--- src/rtl/load_store_unit_pkg.sv ---
// Shared types and lane helpers for the load/store unit.
package lsu_pkg;

  typedef enum logic [1:0] {
    IDLE   = 2'd0,
    ACCESS = 2'd1,
    WAIT   = 2'd2,
    WB     = 2'd3
  } lsu_state_t;

  localparam logic [3:0] BYTEEN_ALL = 4'b1111;

  function automatic logic [3:0] lane_onehot(input logic [1:0] lane);
    case (lane)
      2'd0:    return 4'b0001;
      2'd1:    return 4'b0010;
      2'd2:    return 4'b0100;
      2'd3:    return 4'b1000;
      default: return 4'b0000;
    endcase
  endfunction

  function automatic logic [7:0] lane_byte(input logic [31:0] word, input logic [1:0] lane);
    case (lane)
      2'd0:    return word[7:0];
      2'd1:    return word[15:8];
      2'd2:    return word[23:16];
      2'd3:    return word[31:24];
      default: return 8'h00;
    endcase
  endfunction

  // ARMv4 unaligned word load: rotate right by whole bytes.
  function automatic logic [31:0] rotr_bytes(input logic [31:0] word, input logic [1:0] lane);
    case (lane)
      2'd0:    return word;
      2'd1:    return {word[7:0], word[31:8]};
      2'd2:    return {word[15:0], word[31:16]};
      2'd3:    return {word[23:0], word[31:24]};
      default: return 32'h0000_0000;
    endcase
  endfunction

endpackage

--- src/rtl/load_store_unit_if.sv ---
// Datapath/memory bundle of the load/store unit; slave = the unit, master = its environment.
interface load_store_unit_if #(
  parameter int MEM_AW = 11
);
  logic              req_valid;
  logic              req_ready;
  logic              req_is_load;
  logic              req_byte;
  logic [31:0]       req_addr;
  logic [31:0]       req_str_data;
  logic [3:0]        req_rd;
  logic              busy;
  logic [31:0]       w_data_ldr;
  logic [3:0]        w_addr_ldr;
  logic              w_en_ldr;
  logic              align_fault;
  logic [MEM_AW-1:0] mem_addr;
  logic [31:0]       mem_wdata;
  logic [3:0]        mem_byteen;
  logic              mem_wren;
  logic [31:0]       mem_rdata;

  modport slave (
    input  req_valid, req_is_load, req_byte, req_addr, req_str_data, req_rd, mem_rdata,
    output req_ready, busy, w_data_ldr, w_addr_ldr, w_en_ldr, align_fault,
           mem_addr, mem_wdata, mem_byteen, mem_wren
  );

  modport master (
    output req_valid, req_is_load, req_byte, req_addr, req_str_data, req_rd, mem_rdata,
    input  req_ready, busy, w_data_ldr, w_addr_ldr, w_en_ldr, align_fault,
           mem_addr, mem_wdata, mem_byteen, mem_wren
  );
endinterface

--- src/rtl/load_store_unit_byte_format.sv ---
// Combinational lane steering: store byte enables/replicated data and load result formatting.
module lsu_byte_format
  import lsu_pkg::*;
(
  input  logic        byte_i,
  input  logic [1:0]  lane_i,
  input  logic [31:0] st_data_i,
  input  logic [31:0] rdata_i,
  output logic [3:0]  byteen_o,
  output logic [31:0] wdata_o,
  output logic [31:0] ld_data_o
);

  // Byte accesses use a single lane; word accesses ignore or rotate by the low address bits.
  always_comb begin
    byteen_o  = BYTEEN_ALL;
    wdata_o   = st_data_i;
    ld_data_o = rdata_i;
    if (byte_i) begin
      byteen_o  = lane_onehot(lane_i);
      wdata_o   = {4{st_data_i[7:0]}};
      ld_data_o = {24'h00_0000, lane_byte(rdata_i, lane_i)};
    end else begin
      byteen_o  = BYTEEN_ALL;
      wdata_o   = st_data_i;
      ld_data_o = rotr_bytes(rdata_i, lane_i);
    end
  end

endmodule

--- src/rtl/load_store_unit.sv ---
// Load/store unit: one outstanding access on a synchronous data RAM; loads are written back to the regfile.
// Optional build macro LSU_ALIGN_CHECK_EN: misaligned word requests raise align_fault instead of accessing RAM.
module load_store_unit
  import lsu_pkg::*;
#(
  parameter int MEM_AW  = 11,
  parameter int MEM_LAT = 1
) (
  input logic              clk,
  input logic              rst,
  load_store_unit_if.slave bus
);

  localparam logic [2:0] LAT_INIT = 3'(MEM_LAT);

  lsu_state_t        state_q, state_d;
  logic [2:0]        cnt_q, cnt_d;
  logic [1:0]        lane_q, lane_d;
  logic [3:0]        rd_q, rd_d;
  logic              is_load_q, is_load_d;
  logic              byte_q, byte_d;
  logic              ready_q, ready_d;
  logic              busy_q, busy_d;
  logic [MEM_AW-1:0] maddr_q, maddr_d;
  logic [31:0]       mwdata_q, mwdata_d;
  logic [3:0]        byteen_q, byteen_d;
  logic              wren_q, wren_d;
  logic [31:0]       ldr_data_q, ldr_data_d;
  logic [3:0]        ldr_addr_q, ldr_addr_d;
  logic              ldr_en_q, ldr_en_d;
  logic              fault_q, fault_d;

  logic              misalign_s;
  logic              fmt_byte_s;
  logic [1:0]        fmt_lane_s;
  logic [3:0]        fmt_byteen_s;
  logic [31:0]       fmt_wdata_s;
  logic [31:0]       fmt_ld_s;

`ifdef LSU_ALIGN_CHECK_EN
  assign misalign_s = !bus.req_byte && (bus.req_addr[1:0] != 2'b00);
`else
  assign misalign_s = 1'b0;
`endif

  // Stores are formatted from the live request at accept; loads from the latched request.
  assign fmt_byte_s = (state_q == IDLE) ? bus.req_byte      : byte_q;
  assign fmt_lane_s = (state_q == IDLE) ? bus.req_addr[1:0] : lane_q;

  lsu_byte_format u_fmt (
    .byte_i    (fmt_byte_s),
    .lane_i    (fmt_lane_s),
    .st_data_i (bus.req_str_data),
    .rdata_i   (bus.mem_rdata),
    .byteen_o  (fmt_byteen_s),
    .wdata_o   (fmt_wdata_s),
    .ld_data_o (fmt_ld_s)
  );

  // State register.
  always_ff @(posedge clk or posedge rst) begin
    if (rst) begin
      state_q <= IDLE;
    end else begin
      state_q <= state_d;
    end
  end

  // Next-state logic; the WAIT exit is the cycle the RAM data is valid.
  always_comb begin
    state_d = state_q;
    case (state_q)
      IDLE: begin
        if (bus.req_valid) state_d = ACCESS;
        else               state_d = IDLE;
      end
      ACCESS: begin
        if (fault_q || !is_load_q) state_d = IDLE;
        else                       state_d = WAIT;
      end
      WAIT: begin
        if (cnt_q == 3'd1) state_d = WB;
        else               state_d = WAIT;
      end
      WB:      state_d = IDLE;
      default: state_d = IDLE;
    endcase
  end

  // Next values of the request latches, wait counter and registered outputs.
  always_comb begin
    cnt_d      = cnt_q;
    lane_d     = lane_q;
    rd_d       = rd_q;
    is_load_d  = is_load_q;
    byte_d     = byte_q;
    maddr_d    = maddr_q;
    mwdata_d   = mwdata_q;
    byteen_d   = 4'b0000;
    wren_d     = 1'b0;
    fault_d    = 1'b0;
    ldr_data_d = ldr_data_q;
    ldr_addr_d = ldr_addr_q;
    ldr_en_d   = 1'b0;
    ready_d    = (state_d == IDLE);
    busy_d     = (state_d != IDLE);
    case (state_q)
      IDLE: begin
        if (bus.req_valid) begin
          lane_d    = bus.req_addr[1:0];
          rd_d      = bus.req_rd;
          is_load_d = bus.req_is_load;
          byte_d    = bus.req_byte;
          maddr_d   = bus.req_addr[MEM_AW+1:2];
          if (misalign_s) begin
            fault_d = 1'b1;
          end else if (!bus.req_is_load) begin
            wren_d   = 1'b1;
            byteen_d = fmt_byteen_s;
            mwdata_d = fmt_wdata_s;
          end else begin
            wren_d = 1'b0;
          end
        end else begin
          lane_d = lane_q;
        end
      end
      ACCESS: cnt_d = LAT_INIT;
      WAIT: begin
        cnt_d = cnt_q - 3'd1;
        if (cnt_q == 3'd1) begin
          ldr_data_d = fmt_ld_s;
          ldr_addr_d = rd_q;
          ldr_en_d   = 1'b1;
        end else begin
          ldr_en_d = 1'b0;
        end
      end
      WB:      cnt_d = 3'd0;
      default: cnt_d = 3'd0;
    endcase
  end

  // Request latches and output registers; reset clears mem_wren without waiting for a clock.
  always_ff @(posedge clk or posedge rst) begin
    if (rst) begin
      cnt_q      <= 3'd0;
      lane_q     <= 2'd0;
      rd_q       <= 4'd0;
      is_load_q  <= 1'b0;
      byte_q     <= 1'b0;
      ready_q    <= 1'b1;
      busy_q     <= 1'b0;
      maddr_q    <= '0;
      mwdata_q   <= 32'h0000_0000;
      byteen_q   <= 4'b0000;
      wren_q     <= 1'b0;
      ldr_data_q <= 32'h0000_0000;
      ldr_addr_q <= 4'd0;
      ldr_en_q   <= 1'b0;
      fault_q    <= 1'b0;
    end else begin
      cnt_q      <= cnt_d;
      lane_q     <= lane_d;
      rd_q       <= rd_d;
      is_load_q  <= is_load_d;
      byte_q     <= byte_d;
      ready_q    <= ready_d;
      busy_q     <= busy_d;
      maddr_q    <= maddr_d;
      mwdata_q   <= mwdata_d;
      byteen_q   <= byteen_d;
      wren_q     <= wren_d;
      ldr_data_q <= ldr_data_d;
      ldr_addr_q <= ldr_addr_d;
      ldr_en_q   <= ldr_en_d;
      fault_q    <= fault_d;
    end
  end

  assign bus.req_ready   = ready_q;
  assign bus.busy        = busy_q;
  assign bus.mem_addr    = maddr_q;
  assign bus.mem_wdata   = mwdata_q;
  assign bus.mem_byteen  = byteen_q;
  assign bus.mem_wren    = wren_q;
  assign bus.w_data_ldr  = ldr_data_q;
  assign bus.w_addr_ldr  = ldr_addr_q;
  assign bus.w_en_ldr    = ldr_en_q;
  assign bus.align_fault = fault_q;

endmodule
--- src/flat_wrapper.sv ---
// flat-port wrapper written by rule: the top's interface ports become plain ports
module load_store_unit_flat import lsu_pkg::*;
#(
  parameter int MEM_AW  = 11,
  parameter int MEM_LAT = 1
)
  (clk, rst, bus_req_valid, bus_req_is_load, bus_req_byte, bus_req_addr, bus_req_str_data, bus_req_rd, bus_mem_rdata, bus_req_ready, bus_busy, bus_w_data_ldr, bus_w_addr_ldr, bus_w_en_ldr, bus_align_fault, bus_mem_addr, bus_mem_wdata, bus_mem_byteen, bus_mem_wren);
  load_store_unit_if #(.MEM_AW(MEM_AW)) bus_i ();
  input logic clk;
  input logic rst;
  input wire logic [$bits(bus_i.req_valid)-1:0] bus_req_valid;
  input wire logic [$bits(bus_i.req_is_load)-1:0] bus_req_is_load;
  input wire logic [$bits(bus_i.req_byte)-1:0] bus_req_byte;
  input wire logic [$bits(bus_i.req_addr)-1:0] bus_req_addr;
  input wire logic [$bits(bus_i.req_str_data)-1:0] bus_req_str_data;
  input wire logic [$bits(bus_i.req_rd)-1:0] bus_req_rd;
  input wire logic [$bits(bus_i.mem_rdata)-1:0] bus_mem_rdata;
  output wire logic [$bits(bus_i.req_ready)-1:0] bus_req_ready;
  output wire logic [$bits(bus_i.busy)-1:0] bus_busy;
  output wire logic [$bits(bus_i.w_data_ldr)-1:0] bus_w_data_ldr;
  output wire logic [$bits(bus_i.w_addr_ldr)-1:0] bus_w_addr_ldr;
  output wire logic [$bits(bus_i.w_en_ldr)-1:0] bus_w_en_ldr;
  output wire logic [$bits(bus_i.align_fault)-1:0] bus_align_fault;
  output wire logic [$bits(bus_i.mem_addr)-1:0] bus_mem_addr;
  output wire logic [$bits(bus_i.mem_wdata)-1:0] bus_mem_wdata;
  output wire logic [$bits(bus_i.mem_byteen)-1:0] bus_mem_byteen;
  output wire logic [$bits(bus_i.mem_wren)-1:0] bus_mem_wren;
  assign bus_i.req_valid = bus_req_valid;
  assign bus_i.req_is_load = bus_req_is_load;
  assign bus_i.req_byte = bus_req_byte;
  assign bus_i.req_addr = bus_req_addr;
  assign bus_i.req_str_data = bus_req_str_data;
  assign bus_i.req_rd = bus_req_rd;
  assign bus_i.mem_rdata = bus_mem_rdata;
  assign bus_req_ready = bus_i.req_ready;
  assign bus_busy = bus_i.busy;
  assign bus_w_data_ldr = bus_i.w_data_ldr;
  assign bus_w_addr_ldr = bus_i.w_addr_ldr;
  assign bus_w_en_ldr = bus_i.w_en_ldr;
  assign bus_align_fault = bus_i.align_fault;
  assign bus_mem_addr = bus_i.mem_addr;
  assign bus_mem_wdata = bus_i.mem_wdata;
  assign bus_mem_byteen = bus_i.mem_byteen;
  assign bus_mem_wren = bus_i.mem_wren;
  load_store_unit #(.MEM_AW(MEM_AW), .MEM_LAT(MEM_LAT)) u_core (.clk(clk), .rst(rst), .bus(bus_i));
endmodule
--- config.mk ---
export PLATFORM = sky130hd
export DESIGN_NAME = load_store_unit_flat
export DESIGN_NICKNAME = d
export VERILOG_FILES = /design/src/rtl/load_store_unit_pkg.sv /design/src/rtl/load_store_unit_if.sv /design/src/rtl/load_store_unit_byte_format.sv /design/src/rtl/load_store_unit.sv /design/src/flat_wrapper.sv
export SDC_FILE = /design/constraint.sdc
export NUM_CORES = 1
export LEC_CHECK = 0
export ABC_AREA = 1
export CORE_UTILIZATION = 25
export DETAILED_ROUTE_END_ITERATION = 8
export SLEW_MARGIN = 25
export SYNTH_ARGS = -nofsm -noshare
export SYNTH_HDL_FRONTEND = slang
export SYNTH_HIERARCHICAL = 1
export SYNTH_SLANG_ARGS = --single-unit
export TNS_END_PERCENT = 30
--- constraint.sdc ---
create_clock -name clk -period 9.05 [get_ports clk]
set_clock_uncertainty 0.2 [all_clocks]
set_input_delay 1.81 -clock clk [delete_from_list [all_inputs] [get_ports clk]]
set_output_delay 1.81 -clock clk [all_outputs]
set_load 0.05 [all_outputs]
==> metrics.md, run 1 <==
| Metric | Value |
|---|---|
| Status | complete, but fails checks |
| Violated checks | design-rule violations |
| Die W | 152 um |
| Share of cells above drive strength 1 | 0.0496 |
| Syn Inst Count | 796 |
| Worst hold start | u_core/bus.mem_addr[6] |
| Max_cap viols | 0 |
| Final setup viols | 0 |
| RSZ-0062 raised after global routing | no |
| Avg Inst Size Synth | 7.07 um2 |
| Core Area | 22000 um2 |
| Post_cts resized | 0 |
| Fin crit period | 4800 ps |
| Boundary Pins | 193 |
| Total GRT Usage | 0.156 |
| Cell Chain, Critical Path | clkdlybuf4s50_1 > inv_1 > o21ai_4 > buf_4 > inv_2 > nand2_2 > o21ai_0 > nor2_1 > nand3_1 > nand2_1 |
| Sequential fraction of the synthesis area | 0.445 |
| Clk sinks | 100 |
| Worst vdd ir | 0.170 mV |
| Worst slew pin tran | 972 ps |
| Worst reg-to-reg setup slack | 4880 ps |
| Antenna viol nets, final | 0 |
| Placed Cells | 1192 |
| Mapped Area | 5630 um2 |
| Clock-pin slew on the worst setup and hold paths | 70 ps |
| # nets final | 1030 |
| Crit-path max FO | 66 |
| Capture point of the critical path | u_core/bus.w_data_ldr[28] |
| Post-Route Setup TNS | 0 ps |
| Clock tree from TritonCTS | built |
| Antenna violations before repair | 1 |
| Worst hold path type | reg2reg |
| Die Ht | 152 um |
| Initial Util | 0.256 |
| Hold slack | 270 ps |
| Detail Placement HPWL | 12100 um |
| Clock Path Buffers | 2 |
| Final wirelength | 17800 um |
| Vias in the first global route | 5052 |
| First-pass GRT wire length | 28700 um |
| Final Instance Count excl. Fillers | 1209 |
| DRT Pass-1 Iters | 7 |
| Startpoint Class | input port |
| Largest net degree at the start of global routing | 99 |
| Yosys warnings | 6 |
| Post-synthesis cell type count | 22 |
| Gr ovfl total | 0 |
| Pre-CTS WS | 3970 ps |
| IO buf count | 172 |
| CP Class | in2reg |
| Placement Cell Area | 7390 um2 |
| Vias per cell | 4.52 |
| Fin. Hold Viols | 0 |
| Final Max Tran Viols | 0 |
| Crit-path max cell delay | 630 ps |
| Max Freq | 208 MHz |
| Flops & latches, synth | 100 |
| DRC | 16 |
| # Post-CTS Setup Buffers | 0 |
| Required time worst endpoint | 9130 ps |
| Register-to-Register Path Depth | 11 |
| Most frequent cells in the layout | 271 x nand2_1, 172 x clkdlybuf4s50_1, 150 x nand3_1 |
| Final worst setup slack | 4250 ps |
| Placer congestion estimate | 0.841 |
| Total die area | 23100 um2 |
| Detailed Route Iter0 Violations | 412 |
| Slowest CP cell | nand2_2 |
| CP Capture Type | flop |
| Cell Rows | 54 |
| Final period utilization | 0.531 |
| Most common cell after layout, fill and taps aside | nand2_1 |
| TritonCTS buffer count | 9 |
| Skew-Pair Late Insertion Delay | 340 ps |
| Leak Pwr | 3.84 nW |
| # hold bufs at CTS | 0 |
| Avg WL per Cell | 14.7 um |
| Worst R2R End | u_core/bus.w_data_ldr[28] |
| P per Cell Area | 426 nW/um2 |
| CTS Root Cell | clkbuf_16 |
| Slew HR | 0.352 |
| Syn-to-layout area delta | 36.2% |
| Syn_nets | 903 |
| H-tree levels | 3 |
| Fin area | 7660 um2 |
| Vias | 5459 |
| CP arrival | 4880 ps |
| Worst reg2reg startpoint | u_core/state_q[1] |
| Critical Path Source | bus_req_addr[0] |
==> metrics by stage <==
step / total power, mW / utilization
after floorplan: 2.33 / -
after global placement: 2.89 / 0.337
after detailed placement: 2.91 / 0.337
after CTS: 3.30 / 0.349
after global routing: 3.52 / 0.349
final: 3.27 / 0.349
==> how the worst min path moves through the flow <==
stage,endpoint,slack [ps],depth (start not counted)
after floorplan,u_core/rd_q[0],240,2
after global placement,u_core/bus.mem_addr[6],250,2
after detailed placement,u_core/bus.mem_addr[6],260,2
after CTS,u_core/bus.w_data_ldr[1],280,2
after global routing,u_core/bus.w_data_ldr[4],290,2
final,u_core/bus.mem_addr[6],270,2
==> worst max-delay path, delay by kind of cell <==
family,cells,cell delay (ps)
simple gates,4,1110
buf+inv,4,1620
compound gates,2,300
==> layout make-up <==
| class | count | area (um2) |
|---|---|---|
| Antenna cell | 1 | 2.50 |
| Clock buffer | 11 | 233 |
| Clock inverter | 5 | 37.5 |
| Fill cell | 2316 | 14300 |
| Inverter | 53 | 201 |
| Multi-Input combinational cell | 579 | 2550 |
| Sequential cell | 100 | 2500 |
| Tap cell | 280 | 350 |
| Timing Repair Buffer | 180 | 1780 |
==> power by group <==
part	leakage [nW]	internal (mW)	switching, mW
clock	0.126	0.188	0.177
sequential	1.26	0.649	0.110
combinational	2.46	0.639	1.50
==> layer usage <==
| metal | part of all wire | global-route usage | up-vias | wire length (um) |
|---|---|---|---|---|
| met5 | 0 | 0 | - | 0 |
| met4 | 0.026 | 0.0666 | 0 | 463 |
| met3 | 0.059 | 0.0376 | 25 | 1060 |
| met2 | 0.46 | 0.239 | 136 | 8170 |
| met1 | 0.46 | 0.210 | 2526 | 8130 |
| li1 | - | - | 2772 | - |
==> cell families (layout without fill, tap and decap cells) <==
logic type	count (synthesis)	in the layout	share of synthesized area
AO/OA/AOI/OAI	69	69	0.0683
flip-flops	100	100	0.445
adder cells (fa/ha/maj)	2	2	0.00445
AND/OR/NAND/NOR	507	507	0.376
buffers and inverters	117	249	0.106
other	1	2	0.000666
==> state kept, by name, indices dropped and copies added, names as in the netlist <==
name                   flops
u_core/bus.busy            1
u_core/bus.mem_addr       11
u_core/bus.mem_byteen      4
u_core/is_load_q           1
u_core/bus.w_addr_ldr      4
u_core/rd_q                4
u_core/cnt_q               3
u_core/state_q             2
u_core/byte_q              1
u_core/bus.req_ready       1
u_core/bus.w_en_ldr        1
u_core/bus.w_data_ldr     32
u_core/bus.mem_wren        1
u_core/lane_q              2
u_core/bus.mem_wdata      32
==> synthesized netlist by cell type <==
| cell | instances | area, um2 |
|---|---|---|
| buf_4 | 15 | 113 |
| nor2_1 | 79 | 297 |
| nor2_2 | 3 | 18.8 |
| o22ai_1 | 1 | 6.26 |
| inv_2 | 3 | 11.3 |
| o21ai_0 | 22 | 110 |
| dfrtp_1 | 99 | 2480 |
| clkbuf_1 | 12 | 45.0 |
| inv_1 | 50 | 188 |
| nor2_4 | 1 | 11.3 |
| buf_2 | 27 | 135 |
| ha_1 | 2 | 25.0 |
| nand2_1 | 271 | 1020 |
| conb_1 | 1 | 3.75 |
| o21ai_1 | 12 | 60.1 |
| nand2_2 | 3 | 18.8 |
| a21oi_2 | 10 | 87.6 |
| nand3_1 | 150 | 751 |
| a21oi_1 | 24 | 120 |
| buf_6 | 9 | 101 |
| buf_1 | 1 | 3.75 |
| dfstp_2 | 1 | 26.3 |
Note: power is estimated with default switching activity, not from simulation.
==> inputs of run 2 (changes only) <==
==> constraint.sdc (replaced) <==
create_clock -name clk -period 4.6 [get_ports clk]
set_clock_uncertainty 0.2 [all_clocks]
set_input_delay 0.92 -clock clk [delete_from_list [all_inputs] [get_ports clk]]
set_output_delay 0.92 -clock clk [all_outputs]
set_load 0.05 [all_outputs]
==> run 2 against run 1 <==
  * The flow still finishes with violations (design-rule violations)
  * Sequential power rose by 98%
  * Die area stayed put
  * Sequential share of layout area fell by 0.14 points
  * Highest routed layer unchanged
==> metrics.md, run 2 (synthesized netlist as in run 1, its figures left out) <==
| Metric | Value |
|---|---|
| Status | complete, but fails checks |
| Violated checks | design-rule violations |
| Worst reg2reg startpoint | u_core/state_q[1] |
| CP Class | in2reg |
| Initial Util | 0.256 |
| Worst slew pin tran | 954 ps |
| H-tree levels | 3 |
| Skew-Pair Late Insertion Delay | 350 ps |
| Detail Placement HPWL | 12100 um |
| Slowest CP cell | nand2_2 |
| Critical Path Source | bus_req_addr[0] |
| Slew HR | 0.364 |
| DRT Pass-1 Iters | 7 |
| Leak Pwr | 3.87 nW |
| Worst vdd ir | 0.388 mV |
| Total GRT Usage | 0.154 |
| Worst R2R End | u_core/bus.w_data_ldr[15] |
| Die W | 152 um |
| Final setup viols | 0 |
| Vias per cell | 4.54 |
| Total power | 6.46 mW |
| Final wirelength | 17900 um |
| # nets final | 1032 |
| CP bufs+invs | 3 |
| Hold Path Stages | 2 |
| Most common cell after layout, fill and taps aside | nand2_1 |
| Post_cts resized | 0 |
| Avg WL per Cell | 14.8 um |
| Most frequent cells in the layout | 271 x nand2_1, 172 x clkdlybuf4s50_1, 150 x nand3_1 |
| RSZ-0062 raised after global routing | no |
| Clock-pin slew on the worst setup and hold paths | 80 ps |
| # hold bufs at CTS | 0 |
| Die Ht | 152 um |
| Syn-to-layout area delta | 36.8% |
| Capture point of the critical path | u_core/bus.w_data_ldr[15] |
| Register-to-Register Path Depth | 10 |
| Max Freq | 315 MHz |
| Worst reg-to-reg setup slack | 1700 ps |
| Worst hold path type | reg2reg |
| CP arrival | 3210 ps |
| Post-Route Setup TNS | 0 ps |
| Clock Path Buffers | 2 |
| Critical path depth | 9 |
| Crit-path max FO | 35 |
| Top Family by Delay on Critical Path | buffers and inverters |
| Post-Route Utilization | 0.351 |
| Placer congestion estimate | 0.850 |
| IO buf count | 172 |
| Vias in the first global route | 4888 |
| Share of cells above drive strength 1 | 0.0538 |
| Largest net degree at the start of global routing | 98 |
| Gr ovfl total | 0 |
| Crit-path max cell delay | 560 ps |
| Antenna violations before repair | 2 |
| Clk sinks | 100 |
| Final Max Tran Viols | 0 |
| First-pass GRT wire length | 28100 um |
| CTS Root Cell | clkbuf_16 |
| Final period utilization | 0.691 |
| Total die area | 23100 um2 |
| Max_cap viols | 0 |
| Cell Rows | 54 |
| Cell Chain, Critical Path | clkdlybuf4s50_1 > inv_1 > o21ai_4 > inv_2 > nand2_2 > o21ai_0 > nor2_1 > nand3_1 > nand2_1 |
| Fin crit period | 3180 ps |
| Required time worst endpoint | 4630 ps |
| Detailed Route Iter0 Violations | 466 |
| Fin. Hold Viols | 0 |
| Startpoint Class | input port |
| Boundary Pins | 193 |
| Clock tree from TritonCTS | built |
| TritonCTS buffer count | 9 |
| Core Area | 22000 um2 |
| DRC | 16 |
| CP Capture Type | flop |
| Antenna viol nets, final | 0 |
| P per Cell Area | 839 nW/um2 |
| # Post-CTS Setup Buffers | 0 |
| Vias | 5505 |
## run 2: layout make-up
type                       count  area [um2]
antenna                        2        5.00
sequential                   100        2500
fill                        2302       14300
timing repair buffer         182        1800
clock inverter                 6        47.5
tap                          280         350
inverter                      53         201
clock buffer                  10         239
multi-input combinational    579        2550
## run 2: worst min-delay path: cells and delay by family, from the launching register on
kind	cells	cell delay, ps
DFF	1	340
and+or+nand+nor	2	100
## run 2: worst min-delay path by stage
| stage | startpoint | to |
|---|---|---|
| after floorplan | u_core/rd_q[0] | u_core/rd_q[0] |
| after global placement | u_core/bus.mem_addr[6] | u_core/bus.mem_addr[6] |
| after detailed placement | u_core/bus.mem_wdata[20] | u_core/bus.mem_wdata[20] |
| after CTS | u_core/bus.mem_wdata[20] | u_core/bus.mem_wdata[20] |
| after global routing | u_core/bus.mem_wdata[10] | u_core/bus.mem_wdata[10] |
| final | u_core/bus.mem_wdata[20] | u_core/bus.mem_wdata[20] |
## run 2: stage by stage
stage | hold slack, ps | setup WS [ps] | area (um2) | std cells
after CTS | 276 | 1470 | 7690 | 1210
after global routing | 291 | 1210 | 7700 | 1212
after global placement | 252 | 1110 | 7410 | 1194
after floorplan | 243 | 863 | 5630 | 796
after detailed placement | 257 | 1100 | 7410 | 1194
final | 272 | 1420 | 7700 | 1212
## run 2: per-layer routing
layer / wire [um] / part of all wire / vias up / GRT usage
li1: - / - / 2767 / -
met1: 8120 / 0.45 / 2529 / 0.213
met2: 8200 / 0.46 / 186 / 0.229
met3: 1210 / 0.068 / 23 / 0.0345
met4: 399 / 0.022 / 0 / 0.0695
met5: 0 / 0 / - / 0
## run 2: where the power goes
part           leakage, nW  internal (mW)  switching, mW
clock network        0.145          0.388          0.354
registers             1.26           1.28          0.221
logic                 2.47           1.26           2.96
==> inputs of run 3 (changes only) <==
==> constraint.sdc (replaced) <==
create_clock -name clk -period 3 [get_ports clk]
set_clock_uncertainty 0.2 [all_clocks]
set_input_delay 0.6 -clock clk [delete_from_list [all_inputs] [get_ports clk]]
set_output_delay 0.6 -clock clk [all_outputs]
set_load 0.05 [all_outputs]
==> run 3 against run 2 <==
  * The flow still finishes with violations (design-rule violations)
  * Critical path depth shrank 8
  * Routed wire length shrank 3.3%
  * Sequential power is 53% higher
  * Worst hold slack worse by 2.0 ps
  * Power grew 56%
  * Setup slack worse by 870 ps
  * Via count down 2.4%
  * Clock power is 66% higher
  * Flip-flop and latch count unchanged
  * Critical path type is now reg2out
  * Largest cell class unchanged
  * Highest routed layer unchanged
==> metrics.md, run 3 (synthesized netlist as in run 1, its figures left out) <==
| Metric | Value |
|---|---|
| Status | complete, but fails checks |
| Violated checks | design-rule violations |
| # fillers | 2314 |
| Placement Cell Area | 7490 um2 |
| Slew HR | 0.464 |
| Fin area | 7800 um2 |
| Seq pwr share | 0.227 |
| Worst reg2reg startpoint | u_core/state_q[1] |
| Vias in the first global route | 4886 |
| Core Area | 22000 um2 |
| Met1 GRT Util | 0.204 |
| Max Freq | 408 MHz |
| Total power | 10.1 mW |
| CP arrival | 1650 ps |
| Hold Path Stages | 2 |
| Slowest CP cell | clkdlybuf4s50_1 |
| Required time worst endpoint | 2200 ps |
| Final Instance Count excl. Fillers | 1215 |
| DRT Pass-1 Iters | 7 |
| Antenna violations before repair | 1 |
| Worst R2R End | u_core/bus.w_data_ldr[15] |
| Worst hold path type | reg2reg |
| First-pass GRT wire length | 27400 um |
| Cell Rows | 54 |
| Worst slew pin tran | 802 ps |
| Final period utilization | 0.816 |
| Vias | 5375 |
| Max_cap viols | 0 |
| Detailed Route Iter0 Violations | 380 |
| Worst reg-to-reg setup slack | 640 ps |
| Top Family by Delay on Critical Path | buffers and inverters |
| Clock-pin slew on the worst setup and hold paths | 70 ps |
| Clock Path Buffers | 2 |
| DRC | 12 |
| Busiest grt layer | met2 |
| Switch Pwr | 5.39 mW |
| Hold slack | 270 ps |
| Post-Route Setup TNS | 0 ps |
| Multi-input logic area | 2550 um2 |
| Clock tree from TritonCTS | built |
| CP bufs+invs | 1 |
| Total die area | 23100 um2 |
| H-tree levels | 3 |
| Final wirelength | 17300 um |
| Pre-CTS WS | 371 ps |
| Placer congestion estimate | 0.837 |
| CP Capture Type | primary output |
| Share of cells above drive strength 1 | 0.0578 |
| Final Max Tran Viols | 0 |
| Detail Placement HPWL | 11800 um |
| IO buf count | 172 |
| Capture point of the critical path | bus_req_ready |
| Largest net degree at the start of global routing | 101 |
| Crit-path max cell delay | 790 ps |
| Fin. Hold Viols | 0 |
| Total GRT Usage | 0.150 |
| Internal power | 4.68 mW |
| Worst vdd ir | 0.786 mV |
| Die W | 152 um |
| Crit-path max FO | 1 |
| CTS Root Cell | clkbuf_16 |
| Vias per cell | 4.42 |
| CP Class | reg2out |
| Antenna viol nets, final | 0 |
| Post-Route Utilization | 0.355 |
| Startpoint Class | flop |
| Initial Util | 0.256 |
| Most common cell after layout, fill and taps aside | nand2_1 |
| # nets final | 1036 |
| Clk sinks | 100 |
| Final worst setup slack | 552 ps |
| Combinational power share | 0.651 |
| Cell Chain, Critical Path | clkdlybuf4s50_1 |
| GR met3 Demand/Resource | 0.0337 |
| Critical path depth | 1 |
| Worst hold start | u_core/bus.w_data_ldr[30] |
| Gr ovfl total | 0 |
| Fin crit period | 2450 ps |
| TritonCTS buffer count | 9 |
| Clock Power Share | 0.122 |
| Register-to-Register Path Depth | 11 |
| Avg WL per Cell | 14.3 um |
| Final setup viols | 0 |
| Placed Cells | 1198 |
| Post_cts resized | 0 |
| Syn-to-layout area delta | 38.6% |
| Die Ht | 152 um |
| Leak Pwr | 3.91 nW |
| Most frequent cells in the layout | 271 x nand2_1, 172 x clkdlybuf4s50_1, 150 x nand3_1 |
| RSZ-0062 raised after global routing | no |
| # hold bufs at CTS | 0 |
| Skew-Pair Late Insertion Delay | 350 ps |
| Switching power share of the total | 0.535 |
| Critical Path Source | u_core/bus.req_ready |
| P per Cell Area | 1290 nW/um2 |
| # Post-CTS Setup Buffers | 0 |
| Grt met2 use | 0.230 |
| Register area | 2500 um2 |
| Boundary Pins | 193 |
[run 3: changes by cell type in the layout (fill, tap and decap cells not counted)]
| cell | delta |
|---|---|
| bufinv_16 | +1 |
| clkinv_2 | -1 |
| clkinvlp_4 | +2 |
| buf_12 | +4 |
| inv_4 | -1 |
| clkinv_4 | -1 |
| diode_2 | -1 |
[run 3: tightest hold or removal path, cell delays in order, from the launching register on]
cell and delay, ps:
dfrtp_1 340, nand2_1 50, nand2_1 50
[run 3: worst min path at each step]
stage               slack [ps]                         to
floorplan                  240             u_core/rd_q[0]
global placement           250   u_core/bus.mem_wdata[12]
detailed placement         260   u_core/bus.mem_wdata[12]
CTS                        270  u_core/bus.w_data_ldr[30]
global route               290   u_core/bus.mem_wdata[12]
finish                     270  u_core/bus.w_data_ldr[30]
[run 3: power by group through the flow]
stage          Combinational, mW  Sequential (mW)  Clock [mW]
3_5_place_dp                6.56             2.31           0
6_report                    6.55             2.29        1.23
2_1_floorplan               2.93             4.10           0
5_1_grt                     7.10             2.37        1.31
3_3_place_gp                6.54             2.30           0
4_1_cts                     6.58             2.30        1.27
[run 3: area by class of cell]
| class | instances | area share |
|---|---|---|
| multi-input cells | 579 | 0.327 |
| flip-flops and latches | 100 | 0.321 |
| repair buffers | 186 | 0.241 |
| well taps | 280 | 0.0449 |
| clock buffers | 10 | 0.0306 |
| inverters | 53 | 0.0260 |
| clock inverters | 6 | 0.00914 |
| diodes | 1 | 0.000321 |
[run 3: routing by layer]
metal	vias up	part of all wire
li1	2779	-
met4	0	0.025
met2	143	0.45
met5	-	0
met1	2430	0.47
met3	23	0.053
